### src/rtl/opp_packet_decoder.sv
// rtl/opp_packet_decoder.sv - opponent packet validator, state holder, reset confirm and link watchdog
//
// Two-stage pipeline in the eth_refclk domain:
//   stage 1 registers the 44-bit word from the receive block,
//   stage 2 range/reserved-checks it and updates the held opponent state.
//
// Ports:
//   clk_in      eth_refclk
//   rst_n       synchronous active-low reset
//   axiiv       word-valid strobe, one cycle per word
//   axiid       received word {x, r, y, r, dir, rrr, game, r, flag, rrr}
//   opp_valid   one-cycle strobe, held fields just updated
//   opp_x/y     last good coordinates
//   opp_dir     last good direction
//   opp_game    last good game status
//   opp_rst_out one-cycle confirmed remote-reset pulse
//   link_alive  high while good packets keep arriving
//   good_cnt    saturating accepted-packet count
//   bad_cnt     saturating rejected-packet count
module opp_packet_decoder #(
    parameter int TIMEOUT_CYCLES = 5_000_000,
    parameter int RST_CONFIRM    = 3,
    parameter int X_MAX          = 1023,
    parameter int Y_MAX          = 767,
    parameter int DIR_MAX        = 359,
    parameter int GAME_MAX       = 4
) (
    input  logic        clk_in,
    input  logic        rst_n,
    input  logic        axiiv,
    input  logic [43:0] axiid,
    output logic        opp_valid,
    output logic [10:0] opp_x,
    output logic [10:0] opp_y,
    output logic [8:0]  opp_dir,
    output logic [2:0]  opp_game,
    output logic        opp_rst_out,
    output logic        link_alive,
    output logic [15:0] good_cnt,
    output logic [15:0] bad_cnt
);

    localparam int TW = (TIMEOUT_CYCLES < 2) ? 1 : $clog2(TIMEOUT_CYCLES + 1);
    localparam int RC = (RST_CONFIRM < 3) ? 2 : $clog2(RST_CONFIRM + 1);

    // stage 1
    logic        s1_v_q;
    logic [43:0] s1_word_q;

    // stage 2 state
    logic          valid_q,    valid_d;
    logic [10:0]   x_q,        x_d;
    logic [10:0]   y_q,        y_d;
    logic [8:0]    dir_q,      dir_d;
    logic [2:0]    game_q,     game_d;
    logic          rst_out_q,  rst_out_d;
    logic          alive_q,    alive_d;
    logic [15:0]   good_q,     good_d;
    logic [15:0]   bad_q,      bad_d;
    logic [RC-1:0] confirm_q,  confirm_d;
    logic [TW-1:0] timeout_q,  timeout_d;

    // field decode of the registered word
    logic [10:0] w_x;
    logic [10:0] w_y;
    logic [8:0]  w_dir;
    logic [2:0]  w_game;
    logic        w_flag;
    logic        w_rsvd_ok;
    logic        w_range_ok;
    logic        w_good;
    logic        w_bad;
    logic [RC-1:0] confirm_inc;

    assign w_x    = s1_word_q[43:33];
    assign w_y    = s1_word_q[31:21];
    assign w_dir  = s1_word_q[19:11];
    assign w_game = s1_word_q[7:5];
    assign w_flag = s1_word_q[3];

    assign w_rsvd_ok  = ~s1_word_q[32] & ~s1_word_q[20] & (s1_word_q[10:8] == 3'd0)
                      & ~s1_word_q[4] & (s1_word_q[2:0] == 3'd0);
    assign w_range_ok = (int'(w_x) <= X_MAX) && (int'(w_y) <= Y_MAX)
                     && (int'(w_dir) <= DIR_MAX) && (int'(w_game) <= GAME_MAX);
    assign w_good     = s1_v_q & w_rsvd_ok & w_range_ok;
    assign w_bad      = s1_v_q & ~(w_rsvd_ok & w_range_ok);
    assign confirm_inc = confirm_q + RC'(1);

    always_ff @(posedge clk_in) begin
        if (!rst_n) begin
            s1_v_q    <= 1'b0;
            s1_word_q <= '0;
        end else begin
            s1_v_q    <= axiiv;
            if (axiiv) begin
                s1_word_q <= axiid;
            end
        end
    end

    always_comb begin
        valid_d   = 1'b0;
        rst_out_d = 1'b0;
        x_d       = x_q;
        y_d       = y_q;
        dir_d     = dir_q;
        game_d    = game_q;
        alive_d   = alive_q;
        good_d    = good_q;
        bad_d     = bad_q;
        confirm_d = confirm_q;
        timeout_d = timeout_q;

        // watchdog runs down on its own; a good word below overrides the reload
        if (timeout_q != '0) begin
            timeout_d = timeout_q - TW'(1);
            if (timeout_q == TW'(1)) begin
                alive_d = 1'b0;
            end
        end

        if (w_good) begin
            valid_d   = 1'b1;
            x_d       = w_x;
            y_d       = w_y;
            dir_d     = w_dir;
            game_d    = w_game;
            alive_d   = 1'b1;
            timeout_d = TW'(TIMEOUT_CYCLES);
            if (good_q != 16'hFFFF) begin
                good_d = good_q + 16'd1;
            end
            // a remote reset is only honoured after an unbroken run of flagged good words
            if (w_flag) begin
                if (confirm_inc == RC'(RST_CONFIRM)) begin
                    rst_out_d = 1'b1;
                    confirm_d = '0;
                end else begin
                    confirm_d = confirm_inc;
                end
            end else begin
                confirm_d = '0;
            end
        end else if (w_bad) begin
            confirm_d = '0;
            if (bad_q != 16'hFFFF) begin
                bad_d = bad_q + 16'd1;
            end
        end
    end

    always_ff @(posedge clk_in) begin
        if (!rst_n) begin
            valid_q   <= 1'b0;
            x_q       <= '0;
            y_q       <= '0;
            dir_q     <= '0;
            game_q    <= '0;
            rst_out_q <= 1'b0;
            alive_q   <= 1'b0;
            good_q    <= '0;
            bad_q     <= '0;
            confirm_q <= '0;
            timeout_q <= '0;
        end else begin
            valid_q   <= valid_d;
            x_q       <= x_d;
            y_q       <= y_d;
            dir_q     <= dir_d;
            game_q    <= game_d;
            rst_out_q <= rst_out_d;
            alive_q   <= alive_d;
            good_q    <= good_d;
            bad_q     <= bad_d;
            confirm_q <= confirm_d;
            timeout_q <= timeout_d;
        end
    end

    assign opp_valid   = valid_q;
    assign opp_x       = x_q;
    assign opp_y       = y_q;
    assign opp_dir     = dir_q;
    assign opp_game    = game_q;
    assign opp_rst_out = rst_out_q;
    assign link_alive  = alive_q;
    assign good_cnt    = good_q;
    assign bad_cnt     = bad_q;

endmodule

### config.mk
export PLATFORM = sky130hd
export DESIGN_NAME = opp_packet_decoder
export DESIGN_NICKNAME = d
export VERILOG_FILES = /design/src/rtl/opp_packet_decoder.sv
export SDC_FILE = /design/constraint.sdc
export NUM_CORES = 1
export LEC_CHECK = 0
export CAP_MARGIN = 15
export CORE_MARGIN = 2
export CORE_UTILIZATION = 25
export DETAILED_ROUTE_END_ITERATION = 12
export GPL_ROUTABILITY_DRIVEN = 0
export SYNTH_ARGS = -nofsm -noshare
export SYNTH_HDL_FRONTEND = slang
export SYNTH_SLANG_ARGS = --single-unit
### constraint.sdc
create_clock -name clk_in -period 1.9 [get_ports clk_in]
set_input_delay 0.285 -clock clk_in [delete_from_list [all_inputs] [get_ports clk_in]]
set_output_delay 0.285 -clock clk_in [all_outputs]
set_load 0.02 [all_outputs]
# ---- Yosys cells after proc, flatten, opt, wreduce, memory -nomap -nowiden
# Cells that the tools add are included.
dict set report op_classes {
  muxes 11
  magnitude_cmp 4
  n_eq_ne 4
  add_sub_neg 4
  reduce_logical 14
  n_bitwise 14
}
# operator n
set ops {}
lappend ops {{23-bit two-way mux} 2}
lappend ops {{16-bit by 1-bit adder with 16-bit output (second input constant)} 2}
lappend ops {{16-bit != test (second input constant)} 2}
lappend ops {{23-bit by 1-bit == test with 1-bit output (second input constant)} 1}
lappend ops {{23-bit nonzero test} 1}
lappend ops {{23-bit by 1-bit subtractor with 23-bit output (second input constant)} 1}
lappend ops {{11-bit by 10-bit less-or-equal comparator with 1-bit output (second input constant)} 2}
lappend ops {{9-bit less-or-equal comparator (second input constant)} 1}
lappend ops {{1-bit AND} 8}
lappend ops {{2-bit two-way mux} 4}
lappend ops {{3-bit zero test} 2}
lappend ops {{1-bit inverter} 6}
lappend ops {{3-bit AND reduction} 2}
lappend ops {{2-bit nonzero test} 3}
lappend ops {{1-bit two-way mux} 5}
lappend ops {{2-bit AND reduction} 2}
lappend ops {{3-bit less-or-equal comparator (second input constant)} 1}
lappend ops {{1-bit logical AND} 3}
lappend ops {{2-bit by 1-bit adder with 2-bit output (second input constant)} 1}
lappend ops {{2-bit == test (second input constant)} 1}
lappend ops {{2-bit OR reduction} 1}
dict set report word_totals {
  input_bits 47
  regBits 139
}

# ---- Longest topological paths before layout
# Gate-level depths: netlist of run 1.
dict set report logic_depth {
  ltp_word 10
  depth_mapped 9
  depth_no_buf 7
}

# ---- Worst setup path before layout of run 1
# No wires, ideal clock.
dict set report synth_timing {
  path_type {register -> register}
  from {register s1_word_q[14]}
  to {register good_q[11], in the netlist good_cnt[11]}
  period_less_slack_ns 2.088
  stages_incl_launch_ff 7
  t_arrival_ns 2.017
  slack_ns -0.188
  path_cell_list {dfxtp_1 o211a_1 o21a_4 or4_4 buf_6 or4_1 a21oi_1}
}
dict set report synth_between {
  elab_chain_cells 5
}
# item line_no
set synth_lines {}
lappend synth_lines {{start: declaration} 48} ;# logic [43:0] s1_word_q;
lappend synth_lines {{start signal: assignment} 96} ;# s1_word_q <= axiid;
lappend synth_lines {{9-bit less-or-equal comparator} 84} ;# && (int'(w_dir) <= DIR_MAX) && (int'(w_game) <= GAME_MAX);
lappend synth_lines {{1-bit logical AND (2 in a row)} 84}
lappend synth_lines {{1-bit AND} 85} ;# assign w_good = s1_v_q & w_rsvd_ok & w_range_ok;
lappend synth_lines {{2-bit AND reduction (no line)} n/a}
lappend synth_lines {{end signal: assignment} 173} ;# good_q <= good_d;
lappend synth_lines {{end: declaration} 58} ;# logic [15:0] good_q, good_d;
# No other way between the ends.
# A chain may end at the register's enable or synchronous reset.

# ---- Worst setup path after layout of run 1
dict set report layout_timing {
  from {register timeout_q[10]}
  to {register timeout_q[15]}
}
dict set report layout_between {
  elab_chain_cells 1
  elab_cells_between_ends 2
}
# item line_no
set layout_lines {}
lappend layout_lines {{start: declaration} 61} ;# logic [TW-1:0] timeout_q, timeout_d;
lappend layout_lines {{start signal: assignment} 176} ;# timeout_q <= timeout_d;
lappend layout_lines {{23-bit by 1-bit subtractor with 23-bit output / 23-bit nonzero test (equally long branches)} {116, 115}}
# Parallel ways exist; a longest one is shown, timed or not.

==> impl_table.tex, run 1 <==
\begin{tabular}{lr}
\hline
Metric & Value \\
\hline
\multicolumn{2}{l}{\textbf{Final layout}} \\
\quad Final Instance Count excl. Fillers & $\sim$1.2k \\
\quad Cell area after layout & $\sim$0.009 mm\^{}2 \\
\quad Final core utilization & 40.5\% \\
\quad Synth-to-Final Area Change & 58.2\% \\
\quad Fraction of final layout cells sized beyond drive strength 1 & around 27\% \\
\quad Number of nets in the layout & around 920 \\
\quad Number of diodes & 0 \\
\quad Filler cell count & 2,242 \\
\multicolumn{2}{l}{\textbf{Power and ir drop}} \\
\quad Static power due to leakage & 3.48 nW \\
\quad Clock share of power & 30.9\% \\
\quad Combinational Power Share & 37.2\% \\
\quad Net switching fraction of the power & between 30 and 40\% \\
\quad Total Power & $\sim$11 mW \\
\quad IR Drop Worst-Case VDD & approximately 640 uV \\
\quad Power Density & 1190 mW/mm\^{}2 \\
\quad Proportion of power drawn by flip-flops and latches & 31.9\% \\
\quad Switching power of the nets & 3.57 mW \\
\quad Internal power & 7.34 mW \\
\multicolumn{2}{l}{\textbf{Synth}} \\
\quad Synth area leaders & dfxtp\_1, mux2i\_1, nand2\_1, a21oi\_1, nor2\_1 \\
\quad Number of flops mapped to enable cells by yosys & 0 \\
\quad Fraction of the yosys area taken by sequential cells & $\sim$48\% \\
\quad Dominant cell type by area after synthesis & dfxtp\_1 \\
\quad Top cell type's share of synthesized area & a little under half \\
\quad Number of distinct standard cells referenced by the synthesized netlist & 44 \\
\quad FF+latch count, synth & between 100 and 150 \\
\quad Predominant post-synthesis flop cell & dfxtp\_1 \\
\quad Netlist Area Pre-Place & 0.00581 mm\^{}2 \\
\quad Most common cell in the synthesized netlist & dfxtp\_1 \\
\quad Asr flop ratio synth & 0\% \\
\quad Avg Synthesized Cell Area & 8.75 um\^{}2 \\
\quad Synth Instances & 664 \\
\quad Number of nets in the synthesized netlist & 716 \\
\quad Synth cell count leaders & dfxtp\_1, nand2\_1, nor2\_1 \\
\quad Yosys warns & 0 \\
\multicolumn{2}{l}{\textbf{Worst setup path}} \\
\quad Sum of buffers and inverters on the critical path & 0 \\
\quad Required arrival time at the worst endpoint & 2.26 ns \\
\quad Type of the worst setup path & flip-flop to flip-flop \\
\quad CP max stage delay & 0.57 ns \\
\quad Largest driver fanout on the critical path & 3 \\
\quad Critical path arrival & 2.36 ns \\
\quad Critical Path Slowest Stage Cell & or4\_4 \\
\quad Chain of cells forming the critical path & or4\_4, nor3\_4, or3b\_1, or4\_1, a21oi\_1 \\
\quad Kind of end point of the critical path & flip-flop \\
\quad Critical Path Start Type & flip-flop \\
\quad CP top delay family & simple AND/OR/NAND/NOR gates \\
\multicolumn{2}{l}{\textbf{Placed design}} \\
\quad Final HPWL from detailed placement & 11,300 um \\
\quad Setup slack at placement & -0.166 ns \\
\quad Area of placed instances & approximately 0.008 mm\^{}2 \\
\quad IO Port Bufs & 115 \\
\quad Count of placed standard cells including taps & roughly 1.1k \\
\multicolumn{2}{l}{\textbf{STA}} \\
\quad Number of hold violations in the final report & 0 \\
\quad Number of pins exceeding their max-slew limit in the final report & 0 \\
\quad Unrepaired setup endpoints after global routing & yes \\
\quad Total negative setup slack & -2.50 ns \\
\quad Tightest Pin Transition & 0.395 ns \\
\quad Highest clock frequency the design can meet & 0.498 GHz \\
\quad Final number of setup-violating endpoints & 57 \\
\quad Crit path time final & between 2 and 2.5 ns \\
\quad Worst Clk Skew & 0.0105 ns \\
\quad Max-slew headroom at the worst pin & 73.5\% \\
\quad Worst path setup slack after routing & -0.109 ns \\
\quad Worst hold slack after final layout & around 0.42 ns \\
\quad Portion of the clock cycle consumed by the worst path in the final layout & 106\% \\
\multicolumn{2}{l}{\textbf{Drt}} \\
\quad Detailed-route DRC error count & 0 \\
\quad Mean number of vias per cell & 4.75 \\
\quad Antenna-violating nets left & 0 \\
\quad Via count & around 5.5k \\
\quad Wire length reported by the detailed router & 17,100 um \\
\quad Length of the first detailed-routing pass in iterations & 4 \\
\quad Average routed wire per standard cell & $\sim$15 um \\
\quad Initial detailed-routing violation count & 288 \\
\multicolumn{2}{l}{\textbf{Global routing}} \\
\quad Wire length of the first global-routing pass & 26,400 um \\
\quad Antenna violations before repair & 0 \\
\quad Largest net degree at the start of global routing & 62 \\
\quad Via count of the first global-routing pass & 5,276 \\
\quad All-layer global routing usage & between 10\% and 20\% \\
\quad Grt total ovfl & 0 \\
\multicolumn{2}{l}{\textbf{Die}} \\
\quad I/O pin count & 116 \\
\quad CORE AREA & approximately 0.023 mm\^{}2 \\
\quad Starting density of the core & 25.6\% \\
\quad Number of core rows & 55 \\
\quad Die area & 0.0245 mm\^{}2 \\
\quad Die W & 156 um \\
\quad Die Y & 156 um \\
\multicolumn{2}{l}{\textbf{CTS}} \\
\quad CTS sink cnt & 139 \\
\quad Latest clock arrival within the worst-skew pair & 0.43 ns \\
\quad Clk Tree Root Cell & clkbuf\_16 \\
\quad TritonCTS clock tree & built \\
\quad Hold-fix buffers, CTS & 0 \\
\quad Clock-pin slew reported for the worst setup and hold paths after clock tree synthesis & 0.06 ns \\
\quad Number of buffers inserted during clock tree synthesis & 17 \\
\quad Maximum root-to-sink buffer count & 2 \\
\quad CTS HTree Levels & 4 \\
\multicolumn{2}{l}{\textbf{Outcome}} \\
\quad Result of the run & complete, but fails checks \\
\quad Failing checks & setup timing \\
\multicolumn{2}{l}{\textbf{Job}} \\
\quad \# Max-Cap Violations & 0 \\
\multicolumn{2}{l}{\textbf{Hold path}} \\
\quad Min-delay worst type & input port to flip-flop \\
\hline
\end{tabular}
-- state kept, by name, summed over array words and instances (netlist names) --
name / cells
s1_word_q: 44
timeout_q: 23
bad_cnt: 16
good_cnt: 16
opp_x: 11
opp_y: 11
opp_dir: 9
opp_game: 3
confirm_q: 2
link_alive: 1
opp_rst_out: 1
opp_valid: 1
s1_v_q: 1
-- layout by cell type, fill, tap and decap left out, drive strengths merged, types with 2 or more instances in the layout --
cell type        n
nor4            14
nand4           14
inv             17
o31ai           19
o41ai            3
xnor2            5
xor2             7
dlymetal6s2s     4
a21oi           66
or3             12
o211ai           3
clkdlybuf4s50  110
dfxtp          139
a211oi           2
o21a             2
o21ai           14
bufinv           2
o211a            2
a31oi            3
clkinv           4
and3             4
or2              6
clkbuf          21
and2             2
ha               5
or4             28
nor2            70
nor3            11
nand2b           9
nor2b            2
nand2           95
nand3           16
mux2i           54
buf            108
-- layer usage --
| layer | global-route usage (%) | up-vias | part of all wire, % |
|---|---|---|---|
| met1 | 17.5 | 2610 | 46 |
| met4 | 4.33 | 0 | 1.0 |
| li1 | - | 2779 | - |
| met2 | 20.5 | 137 | 45 |
| met5 | 0 | - | 0 |
| met3 | 5.59 | 15 | 7.4 |
-- worst min-delay path, stage by stage --
cell	delay [ns]
buf_2	0.11
buf_12	0.21
and2_1	0.17
-- final timing paths --
kind | start | depth (start not counted) | endpoint | slack (ns)
max | timeout_q[10] | 5 | timeout_q[15] | -0.11
min | axiiv | 3 | s1_v_q | 0.42
max reg2reg | timeout_q[10] | 5 | timeout_q[15] | -0.11
min reg2reg | opp_game[0] | 2 | opp_game[0] | 0.45
-- logic make-up (layout without fill, tap and decap cells) --
| kind of cell | count (synthesis) | count (layout) | synth area share [%] |
|---|---|---|---|
| XOR/XNOR | 12 | 12 | 1.81 |
| buffers and inverters | 49 | 267 | 3.38 |
| AO/OA/AOI/OAI | 117 | 117 | 12.0 |
| multiplexers | 54 | 54 | 9.30 |
| adder cells (fa/ha/maj) | 5 | 5 | 1.08 |
| AND/OR/NAND/NOR | 288 | 288 | 24.6 |
| flip-flops | 139 | 139 | 47.9 |
-- timing repair --
item	CTS	global route
pin swaps	17	46
cloned	0	4
endpoints found under the setup margin	63	64
setup buffers	2	9
gates resized for setup	19	83
-- area by class of cell --
cell class | instances | area, um^2 | area share, %
multi-input cells | 476 | 3240 | 35.3
flip-flops and latches | 139 | 2810 | 30.5
repair buffers | 224 | 2160 | 23.5
clock buffers | 19 | 433 | 4.71
well taps | 285 | 357 | 3.88
clock inverters | 13 | 156 | 1.70
inverters | 11 | 42.5 | 0.463
-- power by group through the flow --
stage / Combinational, mW / Clock, mW / Sequential, mW
global route: 4.43 / 3.59 / 3.52
floorplan: 1.61 / 0 / 3.46
CTS: 3.52 / 3.46 / 3.46
finish: 4.06 / 3.37 / 3.48
detailed placement: 3.29 / 0 / 3.50
global placement: 3.27 / 0 / 3.49
Note: power is estimated with default switching activity, not from simulation.
==> inputs of run 2 (changes only) <==
--- a/config.mk
+++ b/config.mk
@@ -10,6 +10,7 @@
 export CORE_UTILIZATION = 25
 export DETAILED_ROUTE_END_ITERATION = 12
 export GPL_ROUTABILITY_DRIVEN = 0
+export PLACE_DENSITY = 0.51
 export SYNTH_ARGS = -nofsm -noshare
 export SYNTH_HDL_FRONTEND = slang
 export SYNTH_SLANG_ARGS = --single-unit
==> impl_table.tex, run 2 (synthesized netlist as in run 1, its figures left out) <==
\begin{tabular}{lr}
\hline
Metric & Value \\
\hline
\multicolumn{2}{l}{\textbf{STA}} \\
\quad Total negative setup slack & -4.22 ns \\
\quad Final number of setup-violating endpoints & around 80 \\
\quad Crit path time final & 2.09 ns \\
\quad Number of hold violations in the final report & 0 \\
\quad Portion of the clock cycle consumed by the worst path in the final layout & 110\% \\
\quad Unrepaired setup endpoints after global routing & yes \\
\quad Max-slew headroom at the worst pin & 70.0\% \\
\quad Highest clock frequency the design can meet & 0.478 GHz \\
\quad Worst Clk Skew & about 0.0092 ns \\
\quad Tightest Pin Transition & 0.450 ns \\
\quad Worst path setup slack after routing & -0.193 ns \\
\quad Number of pins exceeding their max-slew limit in the final report & 0 \\
\multicolumn{2}{l}{\textbf{Final layout}} \\
\quad Highest-count cells in the layout ignoring fill and taps & dfxtp\_1, clkdlybuf4s50\_1, buf\_4, nand2\_1, nor2\_1 \\
\quad Most common library cell in the layout ignoring fill and taps & dfxtp\_1 \\
\quad Synth-to-Final Area Change & 59.4\% \\
\quad Max reg flops & 44 \\
\quad Final core utilization & around 40\% \\
\quad Number of diodes & 0 \\
\quad Number of nets in the layout & 937 \\
\quad Register name with the most flops & s1\_word\_q \\
\quad Cell area after layout & around 0.009 mm\^{}2 \\
\quad Leading registers by flop count & s1\_word\_q (44), timeout\_q (23) \\
\quad Fraction of final layout cells sized beyond drive strength 1 & 25.4\% \\
\multicolumn{2}{l}{\textbf{Worst setup path}} \\
\quad Largest driver fanout on the critical path & 8 \\
\quad Type of the worst setup path & flip-flop to flip-flop \\
\quad Critical path arrival & 2.45 ns \\
\quad Critical Path Start Type & flip-flop \\
\quad Required arrival time at the worst endpoint & $\sim$2.3 ns \\
\quad Kind of end point of the critical path & flip-flop \\
\quad Count of cells along the worst register-to-register path & 5 \\
\multicolumn{2}{l}{\textbf{Drt}} \\
\quad Length of the first detailed-routing pass in iterations & 4 \\
\quad Initial detailed-routing violation count & 224 \\
\quad Average routed wire per standard cell & 14.5 um \\
\quad Wire length reported by the detailed router & between 15,000 and 20,000 um \\
\quad Antenna-violating nets left & 0 \\
\quad Detailed-route DRC error count & 0 \\
\quad Mean number of vias per cell & 4.63 \\
\quad Via count & $\sim$5.5k \\
\multicolumn{2}{l}{\textbf{Global routing}} \\
\quad Via count of the first global-routing pass & 5,351 \\
\quad Grt total ovfl & 0 \\
\quad Antenna violations before repair & 0 \\
\quad Wire length of the first global-routing pass & 27,400 um \\
\quad All-layer global routing usage & 14.1\% \\
\quad Largest net degree at the start of global routing & 41 \\
\multicolumn{2}{l}{\textbf{Placed design}} \\
\quad Final HPWL from detailed placement & 11,700 um \\
\quad Setup slack at placement & -0.260 ns \\
\quad Area of placed instances & about 0.0081 mm\^{}2 \\
\quad IO Port Bufs & 115 \\
\multicolumn{2}{l}{\textbf{Die}} \\
\quad Die area & 0.0245 mm\^{}2 \\
\quad I/O pin count & 116 \\
\quad Number of core rows & 55 \\
\quad Die W & 156 um \\
\quad Starting density of the core & about 26\% \\
\quad CORE AREA & 0.0227 mm\^{}2 \\
\quad Die Y & 156 um \\
\multicolumn{2}{l}{\textbf{Power and ir drop}} \\
\quad Static power due to leakage & 3.49 nW \\
\quad Power Density & 1150 mW/mm\^{}2 \\
\quad IR Drop Worst-Case VDD & 710 uV \\
\multicolumn{2}{l}{\textbf{CTS}} \\
\quad Clock-pin slew reported for the worst setup and hold paths after clock tree synthesis & 0.06 ns \\
\quad Clk Tree Root Cell & clkbuf\_16 \\
\quad Number of buffers inserted during clock tree synthesis & 17 \\
\quad CTS HTree Levels & 4 \\
\quad Hold-fix buffers, CTS & 0 \\
\quad TritonCTS clock tree & built \\
\quad Latest clock arrival within the worst-skew pair & 0.42 ns \\
\quad CTS sink cnt & 139 \\
\quad Maximum root-to-sink buffer count & 2 \\
\multicolumn{2}{l}{\textbf{Hold path}} \\
\quad Min-delay worst type & input port to flip-flop \\
\quad Hold Path Cell Cnt & 3 \\
\multicolumn{2}{l}{\textbf{Outcome}} \\
\quad Result of the run & complete, but fails checks \\
\quad Failing checks & setup timing \\
\multicolumn{2}{l}{\textbf{Job}} \\
\quad \# Max-Cap Violations & 0 \\
\hline
\end{tabular}
run 2: where the power goes:
| group | internal, mW | leakage, nW | switching [mW] | total (mW) |
|---|---|---|---|---|
| logic | 2.01 | 2.05 | 1.71 | 3.72 |
| registers | 3.21 | 1.14 | 0.257 | 3.47 |
| clock network | 2.10 | 0.294 | 1.38 | 3.48 |
run 2: final timing paths:
path	start	end	slack, ns
worst max-delay path	s1_word_q[14]	good_cnt[13]	-0.19
worst min-delay path	axiiv	s1_word_q[32]	0.39
worst max register to register	s1_word_q[14]	good_cnt[13]	-0.19
worst min register to register	s1_word_q[38]	opp_x[5]	0.45
run 2: through the flow:
step / cells / power [mW] / hold slack [ns]
after floorplan: 664 / 5.08 / 0.432
after global placement: 1133 / 6.84 / 0.439
after detailed placement: 1133 / 6.85 / 0.443
after CTS: 1179 / 10.6 / 0.374
after global routing: 1183 / 11.3 / 0.406
final: 1183 / 10.7 / 0.392
run 2: metal layers:
metal | vias to the layer above | GRT usage, % | share of wire [%]
li1 | 2801 | - | -
met1 | 2537 | 17.6 | 46
met2 | 128 | 21.3 | 44
met3 | 14 | 6.65 | 9.0
met4 | 0 | 4.72 | 1.0
met5 | - | 0 | 0
run 2: worst max-delay path, cell delays in order (launching register included):
cell	delay (ns)
dfxtp_2	0.32
o211a_1	0.24
o21a_4	0.25
or4_4	0.60
or4_1	0.49
a21oi_1	0.13
run 2: repair_timing:
| action | 4_1_cts | 5_1_grt |
|---|---|---|
| setup endpoints to repair | 69 | 94 |
| pin swaps | 26 | 12 |
| gates resized for setup | 35 | 35 |
| cloned | 3 | 3 |
| setup buffers | 11 | 1 |
run 2: final cells by class:
| type | count | area (um^2) |
|---|---|---|
| inverter | 11 | 42.5 |
| tap | 285 | 357 |
| multi-input combinational | 476 | 3120 |
| fill | 2252 | 13400 |
| clock inverter | 14 | 183 |
| sequential | 139 | 2810 |
| clock buffer | 18 | 429 |
| timing repair buffer | 240 | 2330 |
